## config.mk

```make
export PLATFORM = sky130hd
export DESIGN_NAME = uart_tx_flat
export DESIGN_NICKNAME = d
export VERILOG_FILES = /design/src/rtl/uart_tx_if.sv /design/src/rtl/uart_tx.sv /design/src/flat_wrapper.sv
export SDC_FILE = /design/constraint.sdc
export NUM_CORES = 1
export LEC_CHECK = 0
export CORE_MARGIN = 2
export CORE_UTILIZATION = 59
export CTS_BUF_LIST = sky130_fd_sc_hd__clkbuf_8
export DETAILED_ROUTE_END_ITERATION = 8
export PLACE_DENSITY = 0.86
export SKIP_LAST_GASP = 1
export SLEW_MARGIN = 20
export SYNTH_ARGS = -nofsm -noshare
export SYNTH_HDL_FRONTEND = slang
export SYNTH_SLANG_ARGS = --single-unit
```

## constraint.sdc

```tcl
create_clock -name clk -period 4.3 [get_ports clk]
set_input_delay 0.86 -clock clk [delete_from_list [all_inputs] [get_ports clk]]
set_output_delay 0.86 -clock clk [all_outputs]
set_load 0.01 [all_outputs]
```

## src/rtl/uart_tx_if.sv

```systemverilog
// rtl/uart_tx_if.sv - byte handshake between a sender and uart_tx
interface uart_tx_if #(
  parameter int DATA_BITS = 8
);
  logic [DATA_BITS-1:0] tx_data;
  logic                 tx_valid;
  logic                 tx_ready;

  modport master (output tx_data, output tx_valid, input tx_ready);
  modport slave  (input tx_data, input tx_valid, output tx_ready);
endinterface

```

## src/rtl/uart_tx.sv

```systemverilog
// rtl/uart_tx.sv - 16x-oversampled UART transmitter, LSB first, optional parity
// Bit periods are counted in baud_tick pulses only, so tick gaps just stretch bits.
module uart_tx #(
  parameter int DATA_BITS  = 8,
  parameter bit PARITY_EN  = 1'b0,
  parameter bit PARITY_ODD = 1'b0
) (
  input  logic      clk,
  input  logic      clr,
  input  logic      baud_tick,
  uart_tx_if.slave  tx,
  output logic      txd,
  output logic      busy,
  output logic      tx_done
);

  localparam int IDX_W = (DATA_BITS > 1) ? $clog2(DATA_BITS) : 1;

  typedef enum logic [2:0] {
    IDLE,
    START,
    DATA,
    PARITY,
    STOP
  } state_t;

  state_t               state, state_next;
  logic [3:0]           tick_cnt, tick_cnt_next;
  logic [IDX_W-1:0]     bit_idx, bit_idx_next;
  logic [DATA_BITS-1:0] shift_reg, shift_next;
  logic                 parity_bit, parity_next;
  logic                 txd_q, txd_next;
  logic                 done_q, done_next;
  logic                 bit_end;

  assign bit_end     = baud_tick && (tick_cnt == 4'hF);
  assign tx.tx_ready = (state == IDLE);
  assign busy        = (state != IDLE);
  assign txd         = txd_q;
  assign tx_done     = done_q;

  always_ff @(posedge clk) begin
    if (clr) begin
      state      <= IDLE;
      tick_cnt   <= '0;
      bit_idx    <= '0;
      shift_reg  <= '0;
      parity_bit <= 1'b0;
      txd_q      <= 1'b1;
      done_q     <= 1'b0;
    end else begin
      state      <= state_next;
      tick_cnt   <= tick_cnt_next;
      bit_idx    <= bit_idx_next;
      shift_reg  <= shift_next;
      parity_bit <= parity_next;
      txd_q      <= txd_next;
      done_q     <= done_next;
    end
  end

  always_comb begin
    state_next    = state;
    tick_cnt_next = tick_cnt;
    bit_idx_next  = bit_idx;
    shift_next    = shift_reg;
    parity_next   = parity_bit;
    done_next     = 1'b0;

    if (state == IDLE) begin
      // The acceptance-cycle tick is deliberately not counted toward the start bit.
      if (tx.tx_valid) begin
        state_next    = START;
        tick_cnt_next = '0;
        bit_idx_next  = '0;
        shift_next    = tx.tx_data;
        parity_next   = (^tx.tx_data) ^ PARITY_ODD;
      end
    end else if (baud_tick) begin
      tick_cnt_next = tick_cnt + 4'd1;
    end

    case (state)
      START: begin
        if (bit_end) state_next = DATA;
      end
      DATA: begin
        if (bit_end) begin
          shift_next = {1'b0, shift_reg[DATA_BITS-1:1]};
          if (bit_idx == IDX_W'(DATA_BITS - 1)) begin
            bit_idx_next = '0;
            state_next   = PARITY_EN ? PARITY : STOP;
          end else begin
            bit_idx_next = bit_idx + 1'b1;
          end
        end
      end
      PARITY: begin
        if (bit_end) state_next = STOP;
      end
      STOP: begin
        if (bit_end) begin
          state_next = IDLE;
          done_next  = 1'b1;
        end
      end
      default: ;
    endcase

    // txd is registered from the next state so the line changes exactly at bit edges.
    case (state_next)
      START:   txd_next = 1'b0;
      DATA:    txd_next = shift_next[0];
      PARITY:  txd_next = parity_next;
      default: txd_next = 1'b1;
    endcase
  end

endmodule

```

## src/flat_wrapper.sv

```systemverilog
// flat-port wrapper written by rule: the top's interface ports become plain ports
module uart_tx_flat 
#(
  parameter int DATA_BITS  = 8,
  parameter bit PARITY_EN  = 1'b0,
  parameter bit PARITY_ODD = 1'b0
)
  (clk, clr, baud_tick, txd, busy, tx_done, tx_tx_data, tx_tx_valid, tx_tx_ready);
  uart_tx_if #(.DATA_BITS(DATA_BITS)) tx_i ();
  input  logic clk;
  input  logic clr;
  input  logic baud_tick;
  output logic txd;
  output logic busy;
  output logic tx_done;
  input wire logic [$bits(tx_i.tx_data)-1:0] tx_tx_data;
  input wire logic [$bits(tx_i.tx_valid)-1:0] tx_tx_valid;
  output wire logic [$bits(tx_i.tx_ready)-1:0] tx_tx_ready;
  assign tx_i.tx_data = tx_tx_data;
  assign tx_i.tx_valid = tx_tx_valid;
  assign tx_tx_ready = tx_i.tx_ready;
  uart_tx #(.DATA_BITS(DATA_BITS), .PARITY_EN(PARITY_EN), .PARITY_ODD(PARITY_ODD)) u_core (.clk(clk), .clr(clr), .baud_tick(baud_tick), .tx(tx_i), .txd(txd), .busy(busy), .tx_done(tx_done));
endmodule
```

==> results of run 1 <==
cell type report:
cell class,instances,area [um2]
clock buffers,3,41.3
repair buffers,16,158
flip-flops and latches,21,420
inverters,2,7.51
clock inverters,1,5.00
well taps,17,21.3
multi-input cells,92,584
fillers,124,452
metrics by stage:
step / setup WS, ns / instance area, um2 / power, mW / hold WS, ns
2_1_floorplan: 2.05 / 1040 / 0.250 / 0.452
3_3_place_gp: 1.43 / 1190 / 0.273 / 0.463
3_5_place_dp: 1.38 / 1190 / 0.275 / 0.468
4_1_cts: 1.67 / 1240 / 0.401 / 0.483
5_1_grt: 1.59 / 1240 / 0.418 / 0.509
6_report: 1.66 / 1240 / 0.399 / 0.483
power groups by stage:
| stage | Combinational (mW) | Sequential [mW] | Clock, mW |
|---|---|---|---|
| 6_report | 0.0631 | 0.208 | 0.128 |
| 5_1_grt | 0.0694 | 0.209 | 0.139 |
| 3_5_place_dp | 0.0624 | 0.212 | 0 |
| 2_1_floorplan | 0.0396 | 0.210 | 0 |
| 3_3_place_gp | 0.0607 | 0.212 | 0 |
| 4_1_cts | 0.0633 | 0.208 | 0.130 |
cell usage after synthesis:
| master | number | area, um2 |
|---|---|---|
| o22a_1 | 2 | 17.5 |
| buf_6 | 1 | 11.3 |
| o311ai_1 | 1 | 8.76 |
| o31a_1 | 1 | 8.76 |
| mux2i_1 | 2 | 20.0 |
| dfxtp_1 | 21 | 420 |
| nor2b_1 | 2 | 12.5 |
| o21ai_0 | 2 | 10.0 |
| a21oi_1 | 6 | 30.0 |
| nor4_1 | 1 | 6.26 |
| nand3_1 | 4 | 20.0 |
| or4_4 | 1 | 11.3 |
| ha_1 | 3 | 37.5 |
| xor2_1 | 1 | 8.76 |
| buf_2 | 2 | 10.0 |
| xnor2_1 | 6 | 52.6 |
| nor4b_1 | 1 | 8.76 |
| a31oi_1 | 2 | 12.5 |
| mux2_4 | 1 | 15.0 |
| a211oi_1 | 1 | 7.51 |
| nand3b_1 | 1 | 7.51 |
| a311oi_1 | 6 | 52.6 |
| and2_1 | 1 | 6.26 |
| o21a_1 | 1 | 7.51 |
| nor3_1 | 4 | 20.0 |
| inv_1 | 1 | 3.75 |
| nor2_1 | 20 | 75.1 |
| mux2_2 | 1 | 11.3 |
| nand4_4 | 1 | 21.3 |
| nor3b_2 | 1 | 12.5 |
| clkbuf_1 | 4 | 15.0 |
| inv_2 | 1 | 3.75 |
| a41oi_1 | 1 | 8.76 |
| nand2_1 | 18 | 67.6 |
worst max-delay path, cell delays in order:
cell	delay, ns
clkdlybuf4s50_1	0.54
nand4_4	0.16
or4_4	0.57
mux2_4	0.35
nor3b_2	0.18
o311ai_1	0.11
final timing paths:
kind,slack [ns],start,depth (start not counted),end
worst max-delay path,1.66,baud_tick,6,u_core.txd
worst min-delay path,0.48,u_core.bit_idx[1],2,u_core.bit_idx[1]
worst max register to register,2.12,u_core.tick_cnt[0],6,u_core.txd
worst min register to register,0.48,u_core.bit_idx[1],2,u_core.bit_idx[1]
metal layers:
metal  GRT usage [%]  routed length, um
met5               0                  0
met4            10.9                 15
met3            3.57                 75
met1            28.3                943
met2            36.7               1080
logic make-up (layout without fill, tap and decap cells):
kind of cell,after synthesis,in the layout,synth area share [%]
and+or+nand+nor,55,55,25.8
DFF,21,21,40.3
muxes,4,4,4.44
buffers and inverters,9,22,4.20
adders and majority gates,3,3,3.60
AOI/OAI and AO/OA,23,23,15.7
xor gates and xnor gates,7,7,5.88
==> results.md, run 1 <==
* Status: completed
* Drt initial violations at 36
* Post-synthesis sequential area ratio at around 40%
* Max-Cap Viols at 0
* F_max at between 300 and 400 MHz
* Final core occ at approximately three quarters
* Routed wire length at ~2.1 mm
* Non-Filler Instances at 152
* Largest net degree at the start of global routing at 22
* Final slew viol count at 0
* Syn Nets at roughly 140
* Setup crit start kind: input port
* Num CTS Buffers at 3
* Worst hold path class: flop to flop
* ANT cells at 0
* Int Pwr at 0.300 mW
* Clock Latency Late Sink at between 0.2 and 0.3 ns
* Die W at ~46 um
* Post-placement cell count at 148
* Final ANT Viol Nets at 0
* CTS tree: done
* Root buffer cell: clkbuf_8
* Min Tclk post-route at 2.64 ns
* WL/cell at around 14 um
* Seq cells post-synth at 21
* Fraction of layout cells with a size suffix above 1 at 8.89%
* Most frequent cells in the layout: 21 x dfxtp_1, 20 x nor2_1, 18 x nand2_1
* Clock power share at 32.0%
* Clk buf depth at 2
* Max FFs per register at 8
* Hold buffer count at CTS at 0
* Worst setup EP type: flop
* Area delta synth->final at 18.7%
* Residual DRC at 0
* Final hold violations at 0
* Synthesis warning total at 0
* Die H at ~46 um
* WP data arrival at about 2.8 ns
* Post-CTS Setup Inserts at 0
* Final worst path period share at between 60% and 70%
* Initial antenna violation count at 0
* Data required time of the worst path at between 4 and 5 ns
* # clock sinks at 21
* Peak supply drop at ~0.24 mV
* Number of global-route vias before repair at ~770
* Htree depth at 1
* Synth Cell Area at approximately 0.0010 mm2
* Setup Skew at a little over 0.005 ns
* Core area at ~0.0017 mm2
* P per Cell Area at between 300 and 400 mW/mm2
* Power share of the combinational group at roughly 16%
* Top fanout value on the critical path at 17
* Hpwl dp at between 1 and 1.5 mm
* Initial core utilization at slightly above 60%
* Mapped Cells at about 120
* NetSw at 0.0985 mW
* Worst-Margin Slew at roughly 0.74 ns
* GP Congestion at roughly 0.80
* Static Leak at roughly 0.49 nW
* Sw frac at 24.7%
* Vias per cell at between 6 and 7
* Total GRT Usage at roughly 22%
* First-pass GRT wire length at ~3.3 mm
* Setup CP Type: input port to flop
* Total grt overflow at 0
* # setup viols final at 0
* Post-synthesis average cell area at approximately 8.5 um2
* I/O Pins at 16
* Setup tns final at 0 ns
* RSZ-0062 raised after global routing: false
* Synth unique cells at 34
* Fin nets at around 150
* Row count at 15
* Commonest non-fill, non-tap cell in the layout: dfxtp_1
* Clock slew at reported path FFs at roughly 0.08 ns
* Post-cts sizing count at 0
* Slew headroom at between 50 and 60%
* Total iterations of the first detailed-routing run at 4
* Port bufs at 15
* Reg power frac at about 52%
* Routed via count at between 900 and 1k
* Total die area at 0.00212 mm2
Note: power is estimated with default switching activity, not from simulation.
==> run 2, diff against run 1 <==
--- a/config.mk
+++ b/config.mk
@@ -6,10 +6,10 @@
 export NUM_CORES = 1
 export LEC_CHECK = 0
 export CORE_MARGIN = 2
-export CORE_UTILIZATION = 59
+export CORE_UTILIZATION = 49
 export CTS_BUF_LIST = sky130_fd_sc_hd__clkbuf_8
 export DETAILED_ROUTE_END_ITERATION = 8
-export PLACE_DENSITY = 0.86
+export PLACE_DENSITY = 0.76
 export SKIP_LAST_GASP = 1
 export SLEW_MARGIN = 20
 export SYNTH_ARGS = -nofsm -noshare
==> constraint.sdc (replaced) <==
create_clock -name clk -period 2.2 [get_ports clk]
set_input_delay 0.44 -clock clk [delete_from_list [all_inputs] [get_ports clk]]
set_output_delay 0.44 -clock clk [all_outputs]
set_load 0.01 [all_outputs]
==> results.md, run 2 (synthesized netlist as in run 1, its figures left out) <==
* Routed wire length at 2.08 mm (was 2.11 mm)
* GP Congestion at 0.780 (was 0.798)
* CP max stage delay at 0.49 ns (was 0.57 ns)
* Clock slew at reported path FFs at 0.08 ns (about the same)
* CTS tree: done (unchanged)
* Num CTS Buffers at 3 (unchanged)
* CP max stage cell: clkdlybuf4s50_1 (was or4_4)
* # setup viols final at 0 (unchanged)
* Hpwl dp at 1.53 mm (was 1.43 mm)
* Total GRT Usage at 19.8% (was 22.4%)
* Worst hold path class: flop to flop (unchanged)
* Core area at 0.00198 mm2 (was 0.00169 mm2)
* Setup Skew at 0.000725 ns (was 0.00508 ns)
* Die H at 50.1 um (was 46.0 um)
* Final core occ at 65.0% (was 73.3%)
* Most frequent cells in the layout: 21 x dfxtp_1, 20 x nor2_1, 18 x nand2_1 (unchanged)
* ANT cells at 0 (unchanged)
* Data required time of the worst path at 1.76 ns (was 4.44 ns)
* Largest net degree at the start of global routing at 22 (unchanged)
* Slew headroom at 74.7% (was 50.4%)
* Worst r2r src: u_core.tick_cnt[0] (unchanged)
* Setup crit start kind: flop (was input port)
* # clock sinks at 21 (unchanged)
* Hold buffer count at CTS at 0 (unchanged)
* Clock Latency Late Sink at 0.26 ns (about the same)
* Post-CTS Setup Inserts at 0 (unchanged)
* Row count at 16 (was 15)
* Top fanout value on the critical path at 10 (was 17)
* Die W at 50.1 um (was 46.0 um)
* Number of global-route vias before repair at 926 (was 772)
* Total iterations of the first detailed-routing run at 4 (unchanged)
* Initial antenna violation count at 0 (unchanged)
* First-pass GRT wire length at 3.80 mm (was 3.35 mm)
* P per Cell Area at 608 mW/mm2 (was 322 mW/mm2)
* WP data arrival at 1.60 ns (was 2.77 ns)
* Worst-Margin Slew at 0.379 ns (was 0.742 ns)
* Fin nets at 156 (was 151)
* Post-cts sizing count at 0 (unchanged)
* Setup tns final at 0 ns (unchanged)
* Hold path start: u_core.bit_idx[1] (unchanged)
* Max-Cap Viols at 0 (unchanged)
* Static Leak at 0.517 nW (was 0.494 nW)
* RSZ-0062 raised after global routing: false (unchanged)
* Design Area, Final at 0.00129 mm2 (was 0.00124 mm2)
* F_max at 491 MHz
* Commonest non-fill, non-tap cell in the layout: dfxtp_1 (unchanged)
* Drt initial violations at 18 (was 36)
* Worst path cell trace: nor3_1 > inv_1 > clkdlybuf4s50_1 (was clkdlybuf4s50_1 > nand4_4 > or4_4 > mux2_4 > nor3b_2 > o311ai_1)
* Status: completed (unchanged)
* Total die area at 0.00251 mm2 (was 0.00212 mm2)
* Final hold violations at 0 (unchanged)
* Worst setup EP type: output port (was flop)
* Final slew viol count at 0 (unchanged)
* Setup CP Type: flop to output port (was input port to flop)
* Initial core utilization at 52.6% (was 61.7%)
* Vias per cell at 5.48 (was 6.13)
* Root buffer cell: clkbuf_8 (unchanged)
* Non-Filler Instances at 167 (was 152)
* Area delta synth->final at 23.5% (was 18.7%)
* Fraction of layout cells with a size suffix above 1 at 12.1% (was 8.89%)
* Htree depth at 1 (unchanged)
* Min Tclk post-route at slightly above 2 ns
* Routed via count at 915 (was 932)
* Final ANT Viol Nets at 0 (unchanged)
* Residual DRC at 0 (unchanged)
* Port bufs at 15 (unchanged)
* Hold WS at 0.479 ns (was 0.483 ns)
* Max FFs per register at 8 (unchanged)
* Final worst path period share at 92.5%
* Post-placement cell count at 163 (was 148)
* I/O Pins at 16 (unchanged)
* WL/cell at 12.5 um (was 13.9 um)
* Clk buf depth at 2 (unchanged)
* CP startpoint: u_core.state[2] (was baud_tick)
* Peak supply drop at 0.413 mV (was 0.235 mV)
* Total grt overflow at 0 (unchanged)
* Area after DPL at 0.00124 mm2 (was 0.00119 mm2)
-- run 2: changes by cell type in the layout (fill, tap and decap cells not counted), sizes merged --
cell / delta
buf: +5
-- run 2: final timing paths --
check                           depth (start not counted)  slack [ns]           endpoint
worst min register to register                          2        0.48  u_core.bit_idx[1]
worst max-delay path                                    3        0.16               busy
worst max register to register                          6        0.24         u_core.txd
worst min-delay path                                    2        0.48  u_core.bit_idx[1]
-- run 2: critical path: cells and delay by family (launching register included) --
| family | cells | cell delay (ns) |
|---|---|---|
| buf+inv | 2 | 0.60 |
| flops | 1 | 0.41 |
| simple gates | 1 | 0.33 |
-- run 2: power breakdown --
group          switching [mW]  internal, mW
registers              0.0107         0.396
logic                  0.0574        0.0656
clock network           0.127         0.126
-- run 2: per-layer routing --
metal / GRT usage [%] / routed length [um] / share of wire (%)
met2: 34.2 / 996 / 48
met1: 23.8 / 960 / 46
met3: 2.73 / 81 / 3.9
met4: 9.72 / 45 / 2.2
met5: 0 / 0 / 0
-- run 2: final cells by class --
| class | instances | area [um2] |
|---|---|---|
| fill | 169 | 694 |
| multi-input combinational | 92 | 584 |
| inverter | 2 | 7.51 |
| timing repair buffer | 21 | 195 |
| clock inverter | 1 | 5.00 |
| sequential | 21 | 420 |
| tap | 27 | 33.8 |
| clock buffer | 3 | 41.3 |
-- run 2: stage by stage --
step           total power [mW]  setup slack [ns]
2_1_floorplan             0.488             0.196
3_3_place_gp              0.537           -0.0558
3_5_place_dp              0.540            -0.109
4_1_cts                   0.789             0.162
5_1_grt                   0.820            0.0395
6_report                  0.783             0.165
